===== config.mk =====
export PLATFORM = sky130hd
export DESIGN_NAME = intersections_sched
export DESIGN_NICKNAME = d
export VERILOG_FILES = /design/src/rtl/intersections_pkg.sv /design/src/rtl/rr_arbiter.sv /design/src/rtl/intersections_sched.sv
export SDC_FILE = /design/constraint.sdc
export NUM_CORES = 1
export LEC_CHECK = 0
export CORE_AREA = 2 2 174 176
export CTS_BUF_LIST = sky130_fd_sc_hd__clkbuf_8
export CTS_CLUSTER_DIAMETER = 30
export DETAILED_ROUTE_END_ITERATION = 16
export DIE_AREA = 0 0 176 178
export PLACE_DENSITY = 0.69
export SLEW_MARGIN = 20
export SYNTH_ARGS = -nofsm -noshare
export SYNTH_HDL_FRONTEND = slang
export SYNTH_SLANG_ARGS = --single-unit

===== constraint.sdc =====
create_clock -name clk -period 1.69 [get_ports clk]
set_input_delay 0.2535 -clock clk [delete_from_list [all_inputs] [get_ports clk]]
set_output_delay 0.2535 -clock clk [all_outputs]
set_load 0.02 [all_outputs]

===== src/rtl/intersections_pkg.sv =====
// Shared types and width helpers for the intersections job scheduler.
package intersections_pkg;

    typedef enum logic [1:0] {
        IDLE = 2'd0,
        LOAD = 2'd1,
        RUN  = 2'd2,
        DONE = 2'd3
    } state_e;

    // Widths depend on the core's coordinate width N, so they are functions of N.
    function automatic int g_w(input int n);
        return 3 * n + 1;
    endfunction

    function automatic int job_w(input int n);
        return 6 * n + 2;
    endfunction

    function automatic int o_w(input int n);
        return 14 * n + 34;
    endfunction

    function automatic int lat_def(input int n);
        return 3 * n + 13;
    endfunction

endpackage


===== src/rtl/rr_arbiter.sv =====
// Round-robin arbiter: the lowest requesting index after `last_i` (mod R) wins.
module rr_arbiter #(
    parameter int R = 2
) (
    input  logic [R-1:0]         req_i,
    input  logic [$clog2(R)-1:0] last_i,
    input  logic                 en_i,
    output logic [R-1:0]         gnt_o,
    output logic [$clog2(R)-1:0] idx_o,
    output logic                 any_o
);

    localparam int ID_W = $clog2(R);

    logic [ID_W-1:0] cand;

    // NOTE: every output gets a default before the search so no latch is inferred.
    always_comb begin
        gnt_o = '0;
        idx_o = '0;
        any_o = 1'b0;
        cand  = '0;
        for (int k = 1; k <= R; k++) begin
            cand = ID_W'((int'(last_i) + k) % R);
            if (en_i && !any_o && req_i[cand]) begin
                any_o       = 1'b1;
                idx_o       = cand;
                gnt_o[cand] = 1'b1;
            end
        end
    end

endmodule


===== src/rtl/intersections_sched.sv =====
// Shares one intersections core between R requesters: arbitrate, load, run LAT cycles, return result.
// Optional statistics counters are built when INTERSECTIONS_SCHED_STATS_EN is defined.
module intersections_sched
    import intersections_pkg::*;
#(
    parameter int N   = 8,
    parameter int R   = 2,
    parameter int LAT = lat_def(N)
) (
    input  logic                     clk,
    input  logic                     rst,
    input  logic [R-1:0]             req_valid,
    output logic [R-1:0]             req_ready,
    input  logic [R*job_w(N)-1:0]    req_job,
    output logic                     core_rst,
    output logic [g_w(N)-1:0]        core_g,
    output logic [g_w(N)-1:0]        core_e,
    input  logic [o_w(N)-1:0]        core_o,
    output logic                     res_valid,
    input  logic                     res_ready,
    output logic [o_w(N)-1:0]        res_data,
    output logic [$clog2(R)-1:0]     res_id,
    output logic                     busy
`ifdef INTERSECTIONS_SCHED_STATS_EN
    ,
    output logic [15:0]              stat_jobs,
    output logic [31:0]              stat_busy
`endif
);

    localparam int G_W   = g_w(N);
    localparam int JOB_W = job_w(N);
    localparam int O_W   = o_w(N);
    localparam int ID_W  = $clog2(R);
    localparam int CNT_W = (LAT > 1) ? $clog2(LAT) : 1;

    state_e           state_q, state_d;
    logic [ID_W-1:0]  last_q, last_d;
    logic [CNT_W-1:0] cnt_q, cnt_d;
    logic [G_W-1:0]   core_g_q, core_g_d;
    logic [G_W-1:0]   core_e_q, core_e_d;
    logic             core_rst_q, core_rst_d;
    logic             res_valid_q, res_valid_d;
    logic [O_W-1:0]   res_data_q, res_data_d;
    logic [ID_W-1:0]  res_id_q, res_id_d;

    logic             arb_en;
    logic [R-1:0]     arb_gnt;
    logic [ID_W-1:0]  arb_idx;
    logic             arb_any;
    logic [JOB_W-1:0] job_sel;

    // Grants are suppressed while reset is asserted so no ready pulse escapes.
    assign arb_en  = (state_q == IDLE) && rst;
    assign job_sel = req_job[arb_idx*JOB_W +: JOB_W];

    rr_arbiter #(.R(R)) u_arb (
        .req_i  (req_valid),
        .last_i (last_q),
        .en_i   (arb_en),
        .gnt_o  (arb_gnt),
        .idx_o  (arb_idx),
        .any_o  (arb_any)
    );

    always_comb begin
        state_d     = state_q;
        last_d      = last_q;
        cnt_d       = cnt_q;
        core_g_d    = core_g_q;
        core_e_d    = core_e_q;
        core_rst_d  = core_rst_q;
        res_valid_d = res_valid_q;
        res_data_d  = res_data_q;
        res_id_d    = res_id_q;
        unique case (state_q)
            IDLE: begin
                if (arb_any) begin
                    core_g_d   = job_sel[JOB_W-1:G_W];
                    core_e_d   = job_sel[G_W-1:0];
                    res_id_d   = arb_idx;
                    last_d     = arb_idx;
                    core_rst_d = 1'b1;
                    state_d    = LOAD;
                end
            end
            LOAD: begin
                core_rst_d = 1'b0;
                cnt_d      = '0;
                state_d    = RUN;
            end
            RUN: begin
                if (cnt_q == CNT_W'(LAT - 1)) begin
                    res_data_d  = core_o;
                    res_valid_d = 1'b1;
                    state_d     = DONE;
                end else begin
                    cnt_d = cnt_q + 1'b1;
                end
            end
            DONE: begin
                if (res_valid_q && res_ready) begin
                    res_valid_d = 1'b0;
                    state_d     = IDLE;
                end
            end
            default: state_d = IDLE;
        endcase
    end

    // core_rst stays high from system reset until the first job's LOAD cycle ends.
    // NOTE: sequential state uses non-blocking assignments so all registers update together.
    always_ff @(posedge clk) begin
        if (!rst) begin
            state_q     <= IDLE;
            last_q      <= ID_W'(R - 1);
            cnt_q       <= '0;
            core_g_q    <= '0;
            core_e_q    <= '0;
            core_rst_q  <= 1'b1;
            res_valid_q <= 1'b0;
            res_data_q  <= '0;
            res_id_q    <= '0;
        end else begin
            state_q     <= state_d;
            last_q      <= last_d;
            cnt_q       <= cnt_d;
            core_g_q    <= core_g_d;
            core_e_q    <= core_e_d;
            core_rst_q  <= core_rst_d;
            res_valid_q <= res_valid_d;
            res_data_q  <= res_data_d;
            res_id_q    <= res_id_d;
        end
    end

    assign req_ready = arb_gnt;
    assign core_rst  = core_rst_q;
    assign core_g    = core_g_q;
    assign core_e    = core_e_q;
    assign res_valid = res_valid_q;
    assign res_data  = res_data_q;
    assign res_id    = res_id_q;
    assign busy      = (state_q != IDLE);

`ifdef INTERSECTIONS_SCHED_STATS_EN
    logic [15:0] stat_jobs_q;
    logic [31:0] stat_busy_q;

    always_ff @(posedge clk) begin
        if (!rst) begin
            stat_jobs_q <= '0;
            stat_busy_q <= '0;
        end else begin
            if (res_valid_q && res_ready && (stat_jobs_q != 16'hFFFF)) begin
                stat_jobs_q <= stat_jobs_q + 16'd1;
            end
            if (busy) begin
                stat_busy_q <= stat_busy_q + 32'd1;
            end
        end
    end

    assign stat_jobs = stat_jobs_q;
    assign stat_busy = stat_busy_q;
`endif

endmodule


==> results.json <==
{
  "clkLatencyLatePin_ns": 0.56,
  "hold_path.class": "in2reg",
  "relSlewSlack": 0.612,
  "drive_above_1_share": 0.150,
  "finalNonFillerCells": 1878,
  "ant_nets": 0,
  "seq_power_share": 0.354,
  "h-tree-depth": 2,
  "yosysUniqueCellTypes": 34,
  "power_density_mw_per_mm2": 1020,
  "syn_avg_cell_area_um2": 8.83,
  "internal-power_uw": 11100,
  "synth_nets": 1198,
  "rsz0062_at_grt": "true",
  "fmax_ghz": 0.584,
  "yosysSeqAreaShare": 0.502,
  "port_buffers": 452,
  "fin_skew_ns": 0.0385,
  "dpl.cell_count": 1767,
  "final.setup.worst_slack_ns": -0.0236,
  "overflow": 0,
  "max-clock-path-buffers": 3,
  "cts-root-buf": "clkbuf_8",
  "fp-row-count": 63,
  "numCtsBuffers": 51,
  "slowest_delay_ns": 0.32,
  "netlist_area_mm2": 0.00830,
  "yosys-mux-area-fraction": 0.0627,
  "synth_top_area_cell": "dfxtp_1",
  "yosysTopAreaCellShare": 0.502,
  "p_clk_frac": 0.439,
  "grtUsageTotal": 0.171,
  "synth-simple-area-share": 0.148,
  "power_switching_uw": 4230,
  "hpwl_um": 20300,
  "fin_nets": 1706,
  "firstDrtPassIters": 4,
  "syn-instance-count": 940,
  "initial_core_util": 0.282,
  "synth.area.top_cells": "dfxtp_1 (50%), nand2_1 (14%), a21boi_1 (10%)",
  "crit_path_top_delay_cell": "dfxtp_2",
  "grt_pass1_wl_um": 43100,
  "syn_to_final_growth_pct": 81.9,
  "ys_ff_latch": 208,
  "core_mm2": 0.0294,
  "grt_pass1_vias": 8461,
  "period_share": 1.01,
  "min_period_ns": 1.71,
  "irDropWorstVdd_v": 0.000856,
  "die_h_um": 178,
  "synth-compound-area-share": 0.211,
  "tightest_slew_ns": 0.582,
  "cts_tree": "built",
  "tns_ns": -0.0236,
  "violations": "negative setup slack",
  "synth_top_family_by_area": "compound AO/OA/AOI/OAI gates",
  "status": "finished with violations",
  "die_width_um": 176,
  "reg2reg_depth": 9,
  "antenna_cells": 0,
  "crit_path_max_fanout": 8,
  "cp.arrival_ns": 2.17,
  "pwr-share-comb": 0.207,
  "synth_warnings": 0,
  "antenna_found_initial": 0,
  "cts_sinks": 208,
  "wire_per_inst_um": 15.7,
  "place.gp.congestion": 0.807,
  "drtIter0Drc": 328,
  "drc": 0,
  "start_kind": "flip-flop",
  "die_area_mm2": 0.0313,
  "vias": 8505,
  "crit_required_ns": 2.15,
  "grt_max_degree": 141,
  "hold_buffers": 0,
  "finalHoldViolations": 0,
  "min_delay_path_depth": 3,
  "final_max_slew_viol_count": 0,
  "crit_path_end_kind": "flip-flop",
  "synth_xor_area_frac": 0.00106,
  "worstPathCellList": "inv_2 > ha_4 > and4bb_4 > and3_4 > buf_12 > buf_16 > clkbuf_16 > nand2_1 > a21boi_1",
  "clk_pin_slew_ns": 0.06,
  "swShare": 0.275,
  "worstSetupPathType": "reg2reg",
  "n_fill_cell": 2728,
  "routed_wl_um": 29400,
  "maxCapViolCount": 0,
  "synth_fa_ha_area_frac": 0.0106,
  "power.leakage_uw": 0.00691,
  "via_per_inst": 4.53,
  "setup_viol_count_final": 1,
  "boundaryPins": 453
}
critical path, delay by kind of cell, from the launching register on:
kind	cells	cell delay, ns
AOI/OAI and AO/OA	1	0.13
adders and majority gates	1	0.12
buffers and inverters	4	0.52
DFF	1	0.32
and+or+nand+nor	3	0.50
cell type report:
type | count | area, um2 | share of cell area
Sequential cell | 208 | 4170 | 0.276
Clock inverter | 32 | 337 | 0.0223
Tap cell | 390 | 488 | 0.0323
Multi-Input combinational cell | 647 | 3840 | 0.254
Inverter | 10 | 37.5 | 0.00249
Timing Repair Buffer | 530 | 5390 | 0.357
Clock buffer | 61 | 840 | 0.0556
logic make-up after synthesis:
family,Yosys count
AOI/OAI and AO/OA,270
DFF,208
xor gates and xnor gates,1
and+or+nand+nor,317
buffers and inverters,85
adders and majority gates,7
muxes,52
per-layer routing:
metal,vias up,global-route usage,part of all wire
met4,0,0.0627,0.029
met2,360,0.311,0.50
li1,4165,-,-
met1,3918,0.185,0.39
met3,62,0.0573,0.085
met5,-,0,0
per-stage QoR:
| stage | hold WS, ns | total power (uW) | instance area (um2) | util | setup WS (ns) |
|---|---|---|---|---|---|
| floorplan | 0.388 | 6920 | 8300 | - | 0.0516 |
| global placement | 0.440 | 8660 | 13600 | 0.461 | -0.393 |
| detailed placement | 0.444 | 8700 | 13600 | 0.461 | -0.391 |
| CTS | 0.168 | 15500 | 14800 | 0.502 | -0.0426 |
| global route | 0.167 | 16100 | 15100 | 0.513 | -0.103 |
| finish | 0.196 | 15300 | 15100 | 0.513 | -0.0236 |
flip-flops by register name (all words and copies together) (netlist names):
register and count:
core_rst 1, state_q 2, res_data 146, core_e 25, res_valid 1, cnt_q 6, core_g 25, res_id 1
last_q 1
worst paths after layout:
check           startpoint             to  slack [ns]
max reg2reg       cnt_q[1]  res_data[113]       -0.02
min reg2reg  res_data[130]  res_data[130]        0.45
min                    rst         last_q        0.20
max               cnt_q[1]  res_data[113]       -0.02
power groups by stage:
stage | clock, uW | sequential [uW] | combinational, uW
2_1_floorplan | 0 | 5890 | 1040
3_3_place_gp | 0 | 5510 | 3150
3_5_place_dp | 0 | 5510 | 3190
4_1_cts | 6920 | 5420 | 3110
5_1_grt | 7180 | 5460 | 3430
6_report | 6740 | 5430 | 3180
timing repair:
action	4_1_cts	5_1_grt
pin swaps	4	48
resized for setup	237	85
setup buffers	7	3
endpoints found under the setup margin	288	165
gates cloned	5	4
cell usage after synthesis:
| cell | number |
|---|---|
| nor2b_1 | 1 |
| buf_8 | 13 |
| nor3b_1 | 1 |
| nor3_1 | 2 |
| buf_1 | 1 |
| and3_4 | 1 |
| inv_1 | 10 |
| buf_2 | 24 |
| dfxtp_1 | 208 |
| a221oi_1 | 1 |
| a31o_2 | 1 |
| nor2_1 | 4 |
| and3_1 | 1 |
| nand2_1 | 299 |
| clkbuf_1 | 34 |
| o211a_1 | 3 |
| o21a_1 | 1 |
| o211ai_1 | 2 |
| a21boi_1 | 116 |
| and4bb_4 | 1 |
| o22ai_1 | 1 |
| xnor2_1 | 1 |
| mux2i_1 | 52 |
| buf_4 | 1 |
| nand3_1 | 5 |
| a21oi_1 | 55 |
| or2_2 | 1 |
| nand4_1 | 1 |
| o21ai_0 | 58 |
| a21boi_0 | 30 |
| a41oi_1 | 1 |
| a211oi_1 | 1 |
| ha_1 | 7 |
| buf_12 | 2 |
cell usage in the layout (no fill, tap or decap), types with 37 or more instances in the layout:
cell type	instances
nand2_1	276
clkdlybuf4s50_1	249
dfxtp_1	204
dlygate4sd2_1	199
a21boi_1	129
clkbuf_8	61
o21ai_0	58
a21oi_1	54
mux2i_1	52
buf_4	37
Note: power is estimated with default switching activity, not from simulation.
